===== config.mk =====
export PLATFORM = sky130hd
export DESIGN_NAME = hamming_encoder_stream
export DESIGN_NICKNAME = d
export VERILOG_FILES = /design/src/rtl/hamming_encoder_stream.sv
export SDC_FILE = /design/constraint.sdc
export NUM_CORES = 1
export LEC_CHECK = 0
export CAP_MARGIN = 15
export CELL_PAD_IN_SITES_DETAIL_PLACEMENT = 1
export CELL_PAD_IN_SITES_GLOBAL_PLACEMENT = 2
export CORE_MARGIN = 3
export CORE_UTILIZATION = 31
export CTS_CLUSTER_DIAMETER = 60
export DETAILED_ROUTE_END_ITERATION = 16
export PLACE_DENSITY = 0.95
export SYNTH_ARGS = -nofsm -noshare
export SYNTH_HDL_FRONTEND = slang
export SYNTH_SLANG_ARGS = --single-unit
export TNS_END_PERCENT = 5

===== constraint.sdc =====
create_clock -name clk -period 2.77 [get_ports clk]
set_clock_uncertainty 0.15 [all_clocks]
set_input_delay 0.831 -clock clk [delete_from_list [all_inputs] [get_ports clk]]
set_output_delay 0.831 -clock clk [all_outputs]
set_load 0.005 [all_outputs]

===== src/rtl/hamming_encoder_stream.sv =====
// Byte-to-(8,4) Hamming codeword serializer: each accepted byte leaves as two
// registered codewords over a valid/ready stream, with optional error injection.
//
// state  | meaning
// IDLE   | nothing pending, ready for a byte
// FIRST  | first codeword of the byte on out_code
// SECOND | second codeword on out_code, next byte may be taken on hand-off

module hamming_encoder_stream #(
    parameter bit LSB_FIRST = 1'b1
) (
    input  logic        clk,
    input  logic        rst_n,
    input  logic        in_valid,
    output logic        in_ready,
    input  logic [7:0]  in_data,
    input  logic        inj_en,
    input  logic [7:0]  inj_mask_first,
    input  logic [7:0]  inj_mask_second,
    output logic        out_valid,
    input  logic        out_ready,
    output logic [7:0]  out_code,
    output logic        out_last,
    output logic [15:0] cw_count
);

    typedef enum logic [1:0] {
        IDLE   = 2'd0,
        FIRST  = 2'd1,
        SECOND = 2'd2
    } state_t;

    state_t      state, state_nxt;
    logic        accept;
    logic [3:0]  first_nib, second_nib;
    logic [3:0]  pend_nib;
    logic [7:0]  pend_mask;

    // bit order {p8, d3, d2, d1, p4, d0, p2, p1}; p8 makes overall parity even
    function automatic logic [7:0] encode(input logic [3:0] d);
        logic [6:0] c;
        c = {d[3], d[2], d[1], d[1] ^ d[2] ^ d[3], d[0], d[0] ^ d[2] ^ d[3], d[0] ^ d[1] ^ d[3]};
        return {^c, c};
    endfunction

    assign first_nib  = LSB_FIRST ? in_data[3:0] : in_data[7:4];
    assign second_nib = LSB_FIRST ? in_data[7:4] : in_data[3:0];

    always_ff @(posedge clk or negedge rst_n) begin
        if (!rst_n) begin
            state <= IDLE;
        end else begin
            state <= state_nxt;
        end
    end

    always_comb begin
        state_nxt = state;
        accept    = 1'b0;
        in_ready  = 1'b0;
        case (state)
            IDLE: begin
                in_ready = 1'b1;
                if (in_valid) begin
                    accept    = 1'b1;
                    state_nxt = FIRST;
                end
            end
            FIRST: begin
                if (out_ready) begin
                    state_nxt = SECOND;
                end
            end
            SECOND: begin
                in_ready = out_ready;
                if (out_ready) begin
                    if (in_valid) begin
                        accept    = 1'b1;
                        state_nxt = FIRST;
                    end else begin
                        state_nxt = IDLE;
                    end
                end
            end
            default: state_nxt = IDLE;
        endcase
    end

    assign out_valid = (state != IDLE);
    assign out_last  = (state == SECOND);

    // only the second nibble and its effective mask need to outlive acceptance
    always_ff @(posedge clk or negedge rst_n) begin
        if (!rst_n) begin
            out_code  <= 8'h00;
            pend_nib  <= 4'h0;
            pend_mask <= 8'h00;
            cw_count  <= 16'h0000;
        end else begin
            if (out_valid && out_ready) begin
                cw_count <= cw_count + 16'd1;
            end
            if (accept) begin
                out_code  <= encode(first_nib) ^ (inj_en ? inj_mask_first : 8'h00);
                pend_nib  <= second_nib;
                pend_mask <= inj_en ? inj_mask_second : 8'h00;
            end else if ((state == FIRST) && out_ready) begin
                out_code <= encode(pend_nib) ^ pend_mask;
            end
        end
    end

endmodule


# ---- Word level (Yosys, flattened, before mapping)
# Cells that the tools add are included.
dict set report totals {
  register_bits 38
  latchBits 0
  mem_bits_rw 0
  mem_bits_ro 0
  out_inout_bits 27
  n_memories 0
}
dict set report op_classes {
  add_sub_neg 1
  mul 0
  div 0
  n_lt_le_gt_ge 0
  eq_ne 5
  n_shift 0
  muxes 13
  n_bitwise 14
  n_reduce_logical 8
}
# operator n
set ops {}
lappend ops {{$mux 8} 4}
lappend ops {{$add 16x1->16 const B} 1}
lappend ops {{$xor 8x8->8} 2}
lappend ops {{$reduce_xor 7->1} 2}
lappend ops {{$xor 1x1->1} 12}
lappend ops {{$mux 2} 3}
lappend ops {{$ne 2x2->1 const B} 3}
lappend ops {{$pmux 2 s3} 1}
lappend ops {{$pmux 1 s2} 2}
lappend ops {{$reduce_bool 2->1} 2}
lappend ops {{$mux 1} 3}
lappend ops {{$reduce_and 3->1} 1}
lappend ops {{$eq 2x1->1 const B} 1}
lappend ops {{$eq 2x2->1 const B} 1}
lappend ops {{$logic_and 1x1->1} 2}
lappend ops {{$logic_not 2->1} 1}

# ---- Longest topological paths before layout
# Gate-level depths: netlist of the first run.
dict set report depth {
  word_depth 6
  depth_mapped 6
  ltp_nobuf 5
}

# ---- Least setup slack after synthesis of the first run
# OpenSTA, ideal clock, no wires.
dict set report synth_path {
  kind {input to register}
  startpoint {in in_data[3]}
  endpoint {reg out_code[0]}
  setup_ns 0.125
  t_arrival_ns 1.916
  required_time_ns 2.495
  path_slack_ns 0.579
  path_stages 4
  n_path_buf 0
  path_cell_list {xnor2_1 > xor3_1 > mux2_2 > mux2_4}
}
dict set report synth_between {
  elab_chain_cells 3
}
# item line
set synth_rtl {}
lappend synth_rtl {{start: declaration} 16} ;# input logic [7:0] in_data,
lappend synth_rtl {{$xor 1x1->1} 42} ;# c = {d[3], d[2], d[1], d[1] ^ d[2] ^ d[3], d[0], d[0] ^ d[2] ^ d[3], d[0] ^ d[1] ^ d[3]};
lappend synth_rtl {{$xor 8x8->8} 104} ;# out_code <= encode(first_nib) ^ (inj_en ? inj_mask_first : 8'h00);
lappend synth_rtl {{$mux 8} 103} ;# if (accept) begin
lappend synth_rtl {{end signal: assignment} 104}
lappend synth_rtl {{end signal: assignment} 108} ;# out_code <= encode(pend_nib) ^ pend_mask;
lappend synth_rtl {{end: declaration} 22} ;# output logic [7:0] out_code,
# Every way passes these cells.
# A chain may end at the register's enable or synchronous reset.

# ---- Worst setup path in the final report of the first run
dict set report layout_path {
  startpoint {in out_ready}
  endpoint {out in_ready}
}
dict set report layout_between {
  elab_chain_cells 1
}
# item line
set layout_rtl {}
lappend layout_rtl {{start: declaration} 21} ;# input logic out_ready,
lappend layout_rtl {{$pmux 1 s2} 61} ;# case (state)
lappend layout_rtl {{end: declaration} 15} ;# output logic in_ready,
# Every way passes these cells.

==> results of run 1 <==
[flip-flops by register name, summed over array words and instances, names as in the netlist]
name	flops
pend_mask	8
out_code	8
cw_count	16
pend_nib	4
state	2
[synthesized netlist by cell type]
library cell	count
and3_1	1
mux2i_1	10
buf_2	1
nand2b_1	1
nor2b_1	3
or2_2	1
o21ai_1	2
mux2_4	1
o21ai_0	9
nor4_2	1
nor2_1	6
mux2_2	10
buf_6	1
ha_1	1
a21oi_1	1
xnor2_1	29
xor3_1	1
xor2_1	12
nor3_1	1
o211ai_1	1
nand4_1	3
inv_1	3
clkbuf_1	3
dfrtp_1	38
nand2_1	31
a21o_1	1
nand3_1	6
[area by class of cell]
type / count / share of cell area
Sequential cell: 38 / 0.3455
Timing Repair Buffer: 66 / 0.2323
Tap cell: 75 / 0.03409
Multi-Input combinational cell: 132 / 0.3427
Clock inverter: 3 / 0.01636
Inverter: 3 / 0.004091
Clock buffer: 5 / 0.02500
[power by group]
group / total, mW / switching (mW) / internal [mW]
Sequential: 0.952 / 0.195 / 0.757
Clock: 0.476 / 0.208 / 0.268
Combinational: 1.13 / 0.432 / 0.697
Total: 2.56 / 0.836 / 1.72
[how the worst min path moves through the flow]
stage                              from                  endpoint  slack (ns)
2_1_floorplan  cw_count[15]$_DFFE_PN0P_  cw_count[15]$_DFFE_PN0P_        0.32
3_3_place_gp   cw_count[15]$_DFFE_PN0P_  cw_count[15]$_DFFE_PN0P_        0.32
3_5_place_dp   cw_count[15]$_DFFE_PN0P_  cw_count[15]$_DFFE_PN0P_        0.32
4_1_cts        cw_count[15]$_DFFE_PN0P_  cw_count[15]$_DFFE_PN0P_        0.34
5_1_grt        cw_count[15]$_DFFE_PN0P_  cw_count[15]$_DFFE_PN0P_        0.35
6_report       cw_count[15]$_DFFE_PN0P_  cw_count[15]$_DFFE_PN0P_        0.33
[per-layer routing]
layer | vias to the layer above | part of all wire
li1 | 720 | -
met1 | 730 | 0.45
met2 | 28 | 0.51
met3 | 5 | 0.036
met4 | 0 | 0.0097
met5 | - | 0
[metrics by stage]
| step | TNS, ns | power (mW) | hold slack [ns] | setup WS [ns] | instances |
|---|---|---|---|---|---|
| after floorplan | 0 | 1.599 | 0.3184 | 0.5786 | 178 |
| after global placement | -0.1575 | 2.075 | 0.3199 | -0.1575 | 314 |
| after detailed placement | -0.1848 | 2.121 | 0.3186 | -0.1695 | 314 |
| after CTS | 0 | 2.601 | 0.3381 | 0.04994 | 322 |
| after global routing | 0 | 2.748 | 0.3526 | 0.001851 | 322 |
| final | 0 | 2.557 | 0.3272 | 0.07311 | 322 |
[repair_timing]
action | CTS | global route
setup endpoints to repair | 1 | 1
gates resized for setup | 1 | 1
gates cloned | 0 | 0
[critical path, cell delays in order]
cell	delay, ns
clkdlybuf4s50_1	0.44
nor2b_2	0.14
nor2_1	0.04
dlygate4sd2_1	0.26
[cell families after synthesis]
kind of cell	after synthesis	synth area share
and+or+nand+nor	54	0.1257
xor gates and xnor gates	42	0.1983
DFF	38	0.4925
muxes	21	0.1180
AOI/OAI and AO/OA	14	0.03888
buffers and inverters	8	0.02009
adders and majority gates	1	0.006480
==> impl_metrics.py, run 1 <==
metrics = {
    "outcome": {
        "status": "finished clean",
    },
    "placed_design": {
        "finalWeightedCongestion": 0.7547,
        "post_dp_cell_area_um2": 2638,
        "io_buffers": 55,
        "place_hpwl_um": 3540,
    },
    "critical_path": {
        "setup.worst_path.start": "out_ready",
        "crit_arrival_ns": 1.72,
        "reg2reg_slack_ns": 0.93,
        "required_ns": 1.79,
        "cp-start-kind": "input port",
        "rr_endpoint": "out_code[0]$_DFFE_PN0P_",
        "endpoint": "in_ready",
        "rr_startpoint": "state[1]$_DFFE_PN0P_",
        "worstRegToRegCells": 5,
        "crit_type": "input port to primary output",
        "crit_path_max_fanout": 2,
        "crit_path_end_kind": "primary output",
    },
    "cts": {
        "clkLatencyLatePin_ns": 0.28,
        "postCtsSetupRepairBufs": 0,
        "root_buffer": "clkbuf_8",
        "clk_path_buf_depth": 2,
        "path_clk_slew_ns": 0.08,
        "htree_levels": 2,
        "cts_sinks": 38,
        "cts_tree": "yes",
        "cts.hold.buffers_added": 0,
        "cts_made_buffers": 5,
    },
    "final_layout": {
        "drive_above_1_share": 0.1377,
        "design.final.nets": 276,
        "n_fill_cell": 674,
        "multi_input_area_um2": 943.4,
        "final_util": 0.4595,
        "area_growth_pct": 42.58,
        "mostFrequentLayoutCell": "clkdlybuf4s50_1",
        "mostFrequentLayoutCells": "clkdlybuf4s50_1 (53), dfrtp_1 (38), nand2_1 (31), xnor2_1 (29), xor2_1 (12)",
        "seq_area_um2": 950.9,
        "fin_area_um2": 2753,
        "diodes": 0,
    },
    "drt": {
        "drtIter0Drc": 21,
        "dr.pass1.iters": 4,
        "wirelength_um": 4549,
        "via_count": 1483,
        "route.antenna.remaining_nets": 0,
        "wire_per_inst_um": 14.13,
        "drc": 0,
        "via_per_inst": 4.606,
    },
    "die": {
        "die_w_um": 84.92,
        "io-pin-count": 56,
        "die_y_um": 84.92,
        "coreArea_um2": 5991,
        "start_util": 0.3223,
        "fp.dieArea_um2": 7211,
        "num_rows": 28,
    },
    "yosys": {
        "yosysTopAreaCell": "dfrtp_1",
        "yosysUniqueCellTypes": 27,
        "ys_ff_latch": 38,
        "synth_top_area_share": 0.4925,
        "synth_cells": 178,
        "synth.avg_cell_area_um2": 10.85,
        "ys_seq_area_frac": 0.4925,
        "yosysWarnings": 0,
        "synth_area_leaders": "dfrtp_1 (49%), xnor2_1 (13%), nand2_1 (6.0%)",
        "synth_nets": 208,
        "syn_area_um2": 1931,
    },
    "global_routing": {
        "grt_pass1_vias": 1605,
        "met1_usage": 0.1694,
        "grt_max_degree": 39,
        "antenna_found_initial": 0,
        "grt_use_met2": 0.2306,
        "grt_pass1_wl_um": 7686,
        "grt_util_met3": 0.03301,
        "overflow": 0,
        "grt_usage": 0.1336,
        "grt.busiest_layer": "met2",
    },
    "power": {
        "peakVddDrop_mv": 0.3706,
        "p_leak_nw": 1.192,
        "power_density_nw_per_um2": 929.0,
    },
    "worst_hold_path": {
        "hold_path.class": "flop to flop",
        "hold_depth": 1,
    },
    "timing": {
        "tightest_slew_ns": 0.8775,
        "rsz0062_at_grt": "false",
        "relSlewSlack": 0.4150,
        "min_period_ns": 2.697,
        "slew_violations": 0,
        "maxClockFrequency_mhz": 370.8,
        "setup_violations": 0,
        "finalHoldViolCount": 0,
        "finalCritPeriodShare": 0.9736,
    },
    "job": {
        "drv_cap": 0,
    },
}
Power figures use the tool's default switching activity.
==> inputs of run 2 (changes only) <==
--- a/config.mk
+++ b/config.mk
@@ -13,6 +13,7 @@
 export CTS_CLUSTER_DIAMETER = 60
 export DETAILED_ROUTE_END_ITERATION = 16
 export PLACE_DENSITY = 0.95
+export SETUP_SLACK_MARGIN = 0.5
 export SYNTH_ARGS = -nofsm -noshare
 export SYNTH_HDL_FRONTEND = slang
 export SYNTH_SLANG_ARGS = --single-unit
==> impl_metrics.py, run 2 (synthesized netlist as in run 1, its figures left out) <==
metrics = {
    "placed_design": {
        "placed_cells": 314,
        "finalWeightedCongestion": 0.7547,
        "io_buffers": 55,
        "post_dp_cell_area_um2": 2638,
        "place_hpwl_um": 3540,
    },
    "global_routing": {
        "grt_pass1_wl_um": 7866,
        "grt_max_degree": 39,
        "grt_usage": 0.1367,
        "antenna_found_initial": 0,
        "grt_pass1_vias": 1630,
        "overflow": 0,
    },
    "critical_path": {
        "critical_path_buf_inv_count": 2,
        "setup.worst_path.start": "out_ready",
        "crit_type": "input port to primary output",
        "crit_path_max_fanout": 2,
        "worst-path-stages": 4,
        "worstRegToRegCells": 9,
        "critPathTopFamily": "buffers and inverters",
        "crit_chain": "clkdlybuf4s15_1, nor2b_2, nor2_1, buf_2",
        "crit_path_end_kind": "primary output",
        "required_ns": 1.79,
        "critPathMaxStageDelay_ns": 0.20,
        "rr_startpoint": "state[1]$_DFFE_PN0P_",
        "rr_endpoint": "out_code[2]$_DFFE_PN0P_",
        "crit_arrival_ns": 1.33,
        "reg2reg_slack_ns": 0.57,
        "cp-start-kind": "input port",
        "endpoint": "in_ready",
        "crit_slowest_cell": "clkdlybuf4s15_1",
    },
    "die": {
        "fp.dieArea_um2": 7211,
        "io-pin-count": 56,
        "die_w_um": 84.92,
        "die_y_um": 84.92,
        "num_rows": 28,
        "start_util": 0.3223,
        "coreArea_um2": 5991,
    },
    "timing": {
        "setup_violations": 0,
        "maxClockFrequency_mhz": 432.1,
        "slew_violations": 0,
        "rsz0062_at_grt": "true",
        "finalCritPeriodShare": 0.8355,
        "relSlewSlack": 0.4244,
        "min_period_ns": 2.314,
        "finalHoldViolCount": 0,
        "tightest_slew_ns": 0.8634,
    },
    "final_layout": {
        "diodes": 0,
        "top_register": "cw_count",
        "largest_register_ffs": 16,
        "area_growth_pct": 46.21,
        "design.final.nets": 283,
        "layout.cells.non_filler": 329,
        "mostFrequentLayoutCell": "clkdlybuf4s50_1",
        "final_util": 0.4712,
        "reg_top3": "cw_count: 16 flops, out_code: 8 flops, pend_mask: 8 flops",
        "mostFrequentLayoutCells": "clkdlybuf4s50_1 (50), dfrtp_1 (36), nand2_1 (31), xnor2_1 (28), buf_4 (17)",
        "drive_above_1_share": 0.1850,
        "fin_area_um2": 2823,
    },
    "cts": {
        "path_clk_slew_ns": 0.08,
        "clkLatencyLatePin_ns": 0.28,
        "clk_path_buf_depth": 2,
        "cts_sinks": 38,
        "cts_tree": "yes",
        "root_buffer": "clkbuf_8",
        "htree_levels": 2,
        "cts.hold.buffers_added": 0,
        "cts_made_buffers": 5,
    },
    "worst_hold_path": {
        "hold_path.class": "flop to flop",
    },
    "power": {
        "power_density_nw_per_um2": 924.3,
        "p_leak_nw": 1.253,
        "peakVddDrop_mv": 0.3862,
    },
    "drt": {
        "drtIter0Drc": 22,
        "via_count": 1507,
        "drc": 0,
        "dr.pass1.iters": 4,
        "wirelength_um": 4693,
        "route.antenna.remaining_nets": 0,
        "via_per_inst": 4.581,
        "wire_per_inst_um": 14.26,
    },
    "job": {
        "drv_cap": 0,
    },
    "outcome": {
        "status": "finished clean",
    },
}
## run 2: how the worst min path moves through the flow
stage               cells past startpoint                  endpoint  slack, ns                     start
CTS                                     1  cw_count[15]$_DFFE_PN0P_       0.34  cw_count[15]$_DFFE_PN0P_
global placement                        1  cw_count[15]$_DFFE_PN0P_       0.32  cw_count[15]$_DFFE_PN0P_
finish                                  1  cw_count[15]$_DFFE_PN0P_       0.33  cw_count[15]$_DFFE_PN0P_
global route                            1  cw_count[15]$_DFFE_PN0P_       0.35  cw_count[15]$_DFFE_PN0P_
floorplan                               1  cw_count[15]$_DFFE_PN0P_       0.32  cw_count[15]$_DFFE_PN0P_
detailed placement                      1  cw_count[15]$_DFFE_PN0P_       0.32  cw_count[15]$_DFFE_PN0P_
## run 2: worst reg2reg max path: stages, from the launching register on
cell and delay, ns:
dfrtp_2 0.44, buf_4 0.15, nor2b_2 0.15, buf_4 0.12
buf_4 0.12, buf_4 0.12, nand2b_1 0.23, buf_12 0.21
mux2i_1 0.13, mux2_2 0.27
## run 2: metal layers
layer	up-vias	routed length, µm	GRT usage
li1	732	-	-
met1	742	2029	0.1731
met2	28	2449	0.2370
met3	5	169	0.03301
met4	0	44	0.03022
met5	-	0	0
## run 2: repair_timing
item                       in CTS  in global routing
pin swaps                       1                  3
setup endpoints to repair      13                 15
buffers inserted                4                  3
gates resized for setup         9                  6
## run 2: power breakdown
| group | internal [mW] | switching [mW] | total [mW] |
|---|---|---|---|
| sequential | 0.759 | 0.189 | 0.948 |
| combinational | 0.728 | 0.460 | 1.19 |
| clock | 0.268 | 0.205 | 0.473 |
| total | 1.75 | 0.854 | 2.61 |
## run 2: layout make-up
type / instances / area (µm²)
well taps: 75 / 93.84
flip-flops and latches: 38 / 953.4
multi-input cells: 132 / 960.9
fillers: 670 / 3168
clock inverters: 3 / 45.04
clock buffers: 5 / 68.82
inverters: 3 / 11.26
repair buffers: 73 / 689.4
## run 2: stage by stage
step	worst slack (ns)	setup TNS, ns	power [mW]	hold slack, ns
after floorplan	0.5786	0	1.599	0.3184
after global placement	-0.1575	-0.1575	2.075	0.3199
after detailed placement	-0.1695	-0.1848	2.121	0.3186
after CTS	0.3541	0	2.626	0.3381
after global routing	0.4047	0	2.804	0.3526
final	0.4557	0	2.609	0.3272
==> inputs of run 3 (changes only) <==
--- a/config.mk
+++ b/config.mk
@@ -9,10 +9,10 @@
 export CELL_PAD_IN_SITES_DETAIL_PLACEMENT = 1
 export CELL_PAD_IN_SITES_GLOBAL_PLACEMENT = 2
 export CORE_MARGIN = 3
-export CORE_UTILIZATION = 31
+export CORE_UTILIZATION = 26
 export CTS_CLUSTER_DIAMETER = 60
 export DETAILED_ROUTE_END_ITERATION = 16
-export PLACE_DENSITY = 0.95
+export PLACE_DENSITY = 0.87
 export SETUP_SLACK_MARGIN = 0.5
 export SYNTH_ARGS = -nofsm -noshare
 export SYNTH_HDL_FRONTEND = slang
==> constraint.sdc (replaced) <==
create_clock -name clk -period 1.9 [get_ports clk]
set_clock_uncertainty 0.15 [all_clocks]
set_input_delay 0.57 -clock clk [delete_from_list [all_inputs] [get_ports clk]]
set_output_delay 0.57 -clock clk [all_outputs]
set_load 0.005 [all_outputs]
==> impl_metrics.py, run 3 (synthesized netlist as in run 1, its figures left out) <==
metrics = {
    "outcome": {
        "status": "finished clean",
    },
    "cts": {
        "htree_levels": 2,
        "clk_path_buf_depth": 2,
        "clkLatencyLatePin_ns": 0.29,
        "cts.hold.buffers_added": 0,
        "cts_tree": "yes",
        "cts_sinks": 38,
        "path_clk_slew_ns": 0.09,
        "cts_made_buffers": 5,
        "root_buffer": "clkbuf_8",
    },
    "final_layout": {
        "diodes": 0,
        "mostFrequentLayoutCell": "buf_4",
        "largest_register_ffs": 16,
        "drive_above_1_share": 0.3114,
        "top_register": "cw_count",
        "area_growth_pct": 63.19,
        "reg_top3": "cw_count: 16 flops, out_code: 8 flops, pend_mask: 8 flops",
        "mostFrequentLayoutCells": "buf_4 (47), dfrtp_1 (38), nand2_1 (31), xnor2_1 (27), dlygate4sd2_1 (26)",
        "design.final.nets": 318,
    },
    "drt": {
        "wirelength_um": 5437,
        "dr.pass1.iters": 4,
        "via_count": 1625,
        "wire_per_inst_um": 14.12,
        "drtIter0Drc": 33,
        "top_layer_used": "met4",
        "drc": 0,
        "route.antenna.remaining_nets": 0,
        "via_per_inst": 4.221,
        "wl_met3_um": 203,
        "met1_length_um": 2406,
        "dr_wl_met2_um": 2793,
    },
    "timing": {
        "whs_ns": 0.04337,
        "setup_violations": 0,
        "finalHoldViolCount": 0,
        "relSlewSlack": 0.7343,
        "tightest_slew_ns": 0.3985,
        "finalCritPeriodShare": 0.9627,
        "rsz0062_at_grt": "true",
        "min_period_ns": 1.829,
        "maxClockFrequency_mhz": 546.7,
        "fin_ws_ns": 0.07078,
        "slew_violations": 0,
    },
    "critical_path": {
        "crit_type": "flop to flop",
        "crit_path_end_kind": "flop",
        "cp-start-kind": "flop",
        "crit_path_max_fanout": 5,
        "required_ns": 1.93,
        "crit_arrival_ns": 1.85,
    },
    "power": {
        "p_switching_mw": 1.351,
        "p_seq_frac": 0.325,
        "p_leak_nw": 1.532,
        "internal_power_mw": 2.755,
        "power_density_nw_per_um2": 1303,
        "sw_frac_of_total": 0.3291,
        "peakVddDrop_mv": 0.4053,
        "power.share.clock": 0.171,
        "p_comb_frac": 0.504,
    },
    "die": {
        "num_rows": 30,
        "io-pin-count": 56,
        "fp.dieArea_um2": 8495,
        "die_w_um": 92.17,
        "die_y_um": 92.17,
        "coreArea_um2": 6982,
        "start_util": 0.2765,
    },
    "global_routing": {
        "grt_pass1_wl_um": 9114,
        "grt_usage": 0.1357,
        "grt_max_degree": 24,
        "grt_pass1_vias": 1809,
        "overflow": 0,
        "antenna_found_initial": 0,
    },
    "placed_design": {
        "place_hpwl_um": 4004,
        "finalWeightedCongestion": 0.7888,
        "io_buffers": 55,
        "pre_cts_ws_ns": -0.5936,
    },
    "job": {
        "drv_cap": 0,
    },
    "worst_hold_path": {
        "hold_path.class": "input port to async pin",
    },
}
-- run 3: changes by cell type in the layout (fill, tap and decap cells not counted), sizes merged --
cell | before | now
clkdlybuf4s15 | 1 | 3
dlymetal6s2s | 1 | 0
dlygate4sd2 | 1 | 26
clkdlybuf4s50 | 50 | 20
buf | 20 | 59
-- run 3: timing repair --
item,4_1_cts,5_1_grt
gates resized for setup,64,11
pin swaps,5,2
endpoints found under the setup margin,65,64
buffers inserted,26,3
-- run 3: final timing paths --
kind	start	slack, ns	cells past startpoint	end
min	rst_n	0.04	1	cw_count[15]$_DFFE_PN0P_
max reg2reg	state[0]$_DFFE_PN0P_	0.07	7	out_code[0]$_DFFE_PN0P_
min in group clk	pend_mask[1]$_DFFE_PN0P_	0.36	2	pend_mask[1]$_DFFE_PN0P_
max in group asynchronous	rst_n	1.09	2	out_code[6]$_DFFE_PN0P_
max	state[0]$_DFFE_PN0P_	0.07	7	out_code[0]$_DFFE_PN0P_
min reg2reg	pend_mask[1]$_DFFE_PN0P_	0.36	2	pend_mask[1]$_DFFE_PN0P_
-- run 3: cell type report --
type                    instances  area (µm²)
fillers                       802        3831
multi-input cells             132        1030
flip-flops and latches         38       950.9
repair buffers                108       924.6
well taps                      96       120.1
clock buffers                   5       68.82
clock inverters                 3       45.04
inverters                       3       11.26
-- run 3: layer usage --
layer / track usage / up-vias
li1: - / 807
met1: 0.1746 / 783
met2: 0.2330 / 31
met3: 0.03199 / 4
met4: 0.02599 / 0
met5: 0 / -
-- run 3: power by group through the flow --
stage,combinational [mW],clock (mW),sequential [mW]
after floorplan,0.977,0,1.36
after global placement,1.70,0,1.39
after detailed placement,1.77,0,1.40
after CTS,1.97,0.720,1.34
after global routing,2.27,0.756,1.39
final,2.07,0.704,1.33
-- run 3: critical path, stage by stage, from the launching register on --
cell      delay, ns
dfrtp_1        0.41
buf_6          0.13
buf_6          0.12
nor2b_4        0.15
buf_6          0.12
nand2b_4       0.07
mux2_4         0.30
mux2_4         0.25
-- run 3: metrics by stage --
step	TNS (ns)	instance area (µm²)	total power, mW	utilization	std cells
2_1_floorplan	0	1952	2.337	-	178
3_3_place_gp	-11.02	2783	3.091	0.3986	348
3_5_place_dp	-12.56	2783	3.172	0.3986	348
4_1_cts	0	3087	4.023	0.4421	382
5_1_grt	-0.009497	3151	4.417	0.4513	385
6_report	0	3151	4.106	0.4513	385
